--- config.mk ---
export PLATFORM = sky130hd
export DESIGN_NAME = compare_unit
export DESIGN_NICKNAME = d
export VERILOG_FILES = /design/src/rtl/compare_unit.sv
export SDC_FILE = /design/constraint.sdc
export NUM_CORES = 1
export LEC_CHECK = 0
export ABC_AREA = 1
export ABC_CLOCK_PERIOD_IN_PS = 4300
export BUFFER_PORTS_ARGS = -buffer_cell sky130_fd_sc_hd__buf_2
export CORE_ASPECT_RATIO = 1.2
export CORE_UTILIZATION = 30
export DETAILED_ROUTE_END_ITERATION = 8
export GPL_TIMING_DRIVEN = 0
export PLACE_DENSITY = 0.53
export SLEW_MARGIN = 40
export SYNTH_ARGS = -nofsm -noshare
export SYNTH_HDL_FRONTEND = slang
export SYNTH_SLANG_ARGS = --single-unit
--- constraint.sdc ---
create_clock -name clk -period 4.3 [get_ports clk]
set_input_delay 0.86 -clock clk [delete_from_list [all_inputs] [get_ports clk]]
set_output_delay 0.86 -clock clk [all_outputs]
set_load 0.03 [all_outputs]
--- src/rtl/compare_unit.sv ---
// compare_unit: multi-cycle set-on-compare (SLT/SLTU/SEQ/SNE/SGE/SGEU).
// Scans operands CHUNK bits per cycle from the MSB end and exits early.
//
// Ports:
//   clk, rst            clock, synchronous active-high reset
//   in_valid/in_ready   operand handshake (ready only in IDLE)
//   a, b, op            operands and compare opcode
//   out_valid/out_ready result handshake (valid only in DONE)
//   res                 zero-extended 0/1 result
//   illegal             opcode 110/111 was latched
//   busy                high in SCAN or DONE
module compare_unit #(
   parameter int WIDTH = 24,
   parameter int CHUNK = 8
) (
   input  logic             clk,
   input  logic             rst,
   input  logic             in_valid,
   output logic             in_ready,
   input  logic [WIDTH-1:0] a,
   input  logic [WIDTH-1:0] b,
   input  logic [2:0]       op,
   output logic             out_valid,
   input  logic             out_ready,
   output logic [WIDTH-1:0] res,
   output logic             illegal,
   output logic             busy
);

   localparam int NCHUNK = WIDTH / CHUNK;
   localparam int IW = (NCHUNK > 1) ? $clog2(NCHUNK) : 1;
   localparam logic [WIDTH-1:0] MSB = {1'b1, {(WIDTH-1){1'b0}}};

   typedef enum logic [1:0] {
      IDLE,
      SCAN,
      DONE
   } state_t;

   state_t           state;
   logic [WIDTH-1:0] ra;
   logic [WIDTH-1:0] rb;
   logic [2:0]       rop;
   logic [IW-1:0]    idx;

   logic [CHUNK-1:0] ac;
   logic [CHUNK-1:0] bc;
   logic             lt;
   logic             eq;
   logic             last;
   logic             cond;
   logic             sgn;
   logic             op_lt;
   logic             op_eq;
   logic             op_ne;
   logic             op_ge;
   logic             bad;

   always_comb begin
      ac = '0;
      bc = '0;
      for (int i = 0; i < NCHUNK; i++) begin
         if (idx == IW'(i)) begin
            ac = ra[i*CHUNK +: CHUNK];
            bc = rb[i*CHUNK +: CHUNK];
         end
      end
   end

   assign lt   = ac < bc;
   assign eq   = ac == bc;
   // Stop at the first differing chunk or after the lowest one.
   assign last = !eq || (idx == '0);

   assign op_lt = rop[2:1] == 2'b00;
   assign op_eq = rop == 3'b010;
   assign op_ne = rop == 3'b011;
   assign op_ge = rop[2:1] == 2'b10;
   assign bad   = rop[2:1] == 2'b11;

   always_comb begin
      cond = 1'b0;
      unique case (1'b1)
         op_lt:   cond = lt;
         op_eq:   cond = eq;
         op_ne:   cond = !eq;
         op_ge:   cond = !lt;
         default: cond = 1'b0;
      endcase
   end

   // Flipping both MSBs maps two's-complement order onto unsigned order.
   assign sgn = op[1:0] == 2'b01;

   always_ff @(posedge clk) begin
      if (rst) begin
         state   <= IDLE;
         ra      <= '0;
         rb      <= '0;
         rop     <= '0;
         idx     <= '0;
         res     <= '0;
         illegal <= 1'b0;
      end else begin
         unique case (state)
            IDLE: begin
               if (in_valid) begin
                  ra    <= a ^ (sgn ? MSB : '0);
                  rb    <= b ^ (sgn ? MSB : '0);
                  rop   <= op;
                  idx   <= IW'(NCHUNK - 1);
                  state <= SCAN;
               end
            end
            SCAN: begin
               if (last) begin
                  res     <= bad ? '0 : WIDTH'(cond);
                  illegal <= bad;
                  state   <= DONE;
               end else begin
                  idx <= idx - IW'(1);
               end
            end
            DONE: begin
               if (out_ready) state <= IDLE;
            end
            default: state <= IDLE;
         endcase
      end
   end

   assign in_ready  = state == IDLE;
   assign out_valid = state == DONE;
   assign busy      = state != IDLE;

endmodule
==> flow_metrics.py <==
metrics = {
    "die": {
        "dieHeight_um": 109.8,
        "pin_count": 83,
        "row_count": 39,
        "dieWidth_um": 91.86,
        "start_util_pct": 30.70,
        "core_area_um2": 9467,
        "die_area_um2": 10090,
    },
    "route": {
        "wl_per_cell_um": 12.41,
        "drt_wl_total_mm": 7.632,
        "route.vias.total": 2695,
        "ant_nets": 0,
        "drcViolationCount": 0,
        "drtIter0Drc": 101,
        "post_drt_via_cell_ratio": 4.382,
        "dr.pass1.iters": 4,
    },
    "hold_path": {
        "hold_path.class": "reg -> reg",
        "hold_depth": 2,
    },
    "cells_and_area": {
        "drive_gt1_share_pct": 26.63,
        "finalCoreUtilization_pct": 39.32,
        "final_common_cell": "nor2_1",
        "fin_nets": 555,
        "regArea_um2": 1141,
        "fillCellCount": 1052,
        "antenna-diode-count": 0,
        "most-common-layout-cells": "nor2_1, buf_2, o21ai_0",
        "finalInstanceArea_um2": 3722,
        "multi_input_area_um2": 1470,
        "area_delta_synth_final_pct": 28.07,
    },
    "logic_synthesis": {
        "syn_area_per_cell_um2": 7.321,
        "yosysWarnings": 0,
        "synth_top_area_share_pct": 39.26,
        "synthTopCellsByArea": "dfxtp_1, nor2_1, o21ai_0",
        "synth-seq-area-share_pct": 39.26,
        "netlist_area_um2": 2907,
        "yosysUniqueCellTypes": 28,
        "netlist_instances": 397,
        "yosysTopAreaCell": "dfxtp_1",
        "synth-seq-cells": 57,
    },
    "critical_path": {
        "required_ns": 4.52,
        "reg2reg_depth": 16,
        "critPathLaunchType": "register",
        "critical_path_arrival_ns": 2.94,
        "crit_path_end_kind": "register",
        "crit_type": "reg -> reg",
        "crit_fanout": 10,
    },
    "timing": {
        "finalHoldViolCount": 0,
        "min_period_ns": 2.725,
        "clock_skew_ns": 0.006711,
        "rsz0062_at_grt": "no",
        "holdWs_ns": 0.4700,
        "final-setup-viol-count": 0,
        "maxSlewViolCount": 0,
        "fin_crit_sh_pct": 63.38,
        "fin_setup_tns_ns": 0,
        "clock.fmax_mhz": 366.9,
    },
    "global_route": {
        "overflow": 0,
        "grt_pass1_vias": 2476,
        "grt_util_all_layers_pct": 15.87,
        "grt_max_degree": 11,
        "grt_pass1_wl_mm": 12.03,
        "grt_antenna_before_repair": 0,
    },
    "placed_design": {
        "dp_hpwl_mm": 5.925,
        "gp_congestion": 0.8168,
        "dpl_cell_area_um2": 3438,
        "numPortBuffers": 59,
    },
    "clocking": {
        "cts_resized": 0,
        "post_cts_buffers": 0,
        "cts_made_buffers": 9,
        "clk_latency_ns": 0.33,
        "cts.sinks": 57,
        "clk_pin_slew_ns": 0.05,
        "ctsHoldBuffers": 0,
        "clockBufferDepth": 2,
        "htreeDepth": 3,
        "cts_tree": "built",
        "root_buffer": "clkbuf_16",
    },
    "power_and_ir_drop": {
        "p_total_w": 0.001630,
        "p_comb_share_pct": 20.7,
        "power.leakage_nw": 1.786,
        "p_sw_w": 0.0004699,
        "internal-power_w": 0.001160,
        "power_density_nw_per_um2": 438.0,
        "sw_frac_of_total_pct": 28.83,
        "peakVddDrop_v": 0.0001735,
        "power_frac_clock_pct": 42.1,
        "share_seq_of_total_power_pct": 37.3,
    },
    "flow_run": {
        "cap_violations": 0,
    },
    "run_status": {
        "status": "finished, final reports clean",
    },
}
cell type report:
type | count | area share (%)
Timing Repair Buffer | 59 | 7.933
Inverter | 17 | 1.782
Clock buffer | 10 | 6.420
Multi-Input combinational cell | 299 | 39.50
Clock inverter | 4 | 1.210
Tap cell | 123 | 4.134
Sequential cell | 57 | 30.66
Buffer | 46 | 8.370
cell families (layout without fill, tap and decap cells):
family	after synthesis	after routing	synth area share [%]
AND/OR/NAND/NOR	170	170	25.48
other	1	23	0.1290
flip-flops	57	57	39.26
AO/OA/AOI/OAI	93	93	16.79
XOR/XNOR	2	2	0.6028
adder cells (fa/ha/maj)	11	11	4.735
buffers and inverters	63	136	13.00
critical path, cell delays in order, from the launching register on:
cell	delay, ns
dfxtp_1	0.33
inv_1	0.07
ha_1	0.18
buf_2	0.17
inv_1	0.18
buf_2	0.27
nand3_1	0.11
nand3_1	0.11
o21ai_0	0.10
ha_1	0.30
nand2_1	0.10
nor2_4	0.17
nand2_4	0.09
nor3_4	0.16
nor2_2	0.08
o21ai_1	0.12
a21oi_1	0.05
synthesized netlist by cell type, drive strengths merged:
master and instances:
nor2 113, xnor2 2, nand3 24, clkbuf 9, a21o 1, o21ai 69, dfxtp 57, nand3b 1
conb 1, a21oi 23, inv 17, ha 11, nand2 31, nor3 1, buf 37
state kept, by name, summed over array words and instances, names as in the netlist:
name,cells
rb,24
ra,24
illegal,1
idx,2
state,2
res,1
rop,3
routing by layer:
metal / part of all wire, % / routed length (µm) / global-route usage, %
met5: 0 / 0 / 0
met4: 1.6 / 121 / 6.920
met1: 44 / 3368 / 17.97
met2: 49 / 3759 / 28.41
met3: 5.0 / 383 / 3.804
through the flow:
step / worst slack (ns) / instances
after global routing: 1.302 / 615
final: 1.575 / 615
after global placement: 1.627 / 601
after detailed placement: 1.565 / 601
after floorplan: 2.045 / 419
after CTS: 1.554 / 615
worst paths after layout:
| kind | from | end | slack (ns) |
|---|---|---|---|
| worst max register to register | idx[1]$_SDFFE_PP0P_ | idx[1]$_SDFFE_PP0P_ | 1.57 |
| worst min-delay path | res[0]$_SDFFE_PP0P_ | res[0]$_SDFFE_PP0P_ | 0.47 |
| worst max-delay path | idx[1]$_SDFFE_PP0P_ | idx[1]$_SDFFE_PP0P_ | 1.57 |
| worst min register to register | res[0]$_SDFFE_PP0P_ | res[0]$_SDFFE_PP0P_ | 0.47 |
power by group through the flow:
stage | Sequential [W] | Clock (W) | Combinational (W)
finish | 0.000608 | 0.000686 | 0.000337
CTS | 0.000608 | 0.000695 | 0.000339
floorplan | 0.000609 | 0 | 0.000253
global route | 0.000612 | 0.000719 | 0.000384
detailed placement | 0.000617 | 0 | 0.000338
global placement | 0.000617 | 0 | 0.000333
No activity file was read; power rests on OpenSTA's default activity.
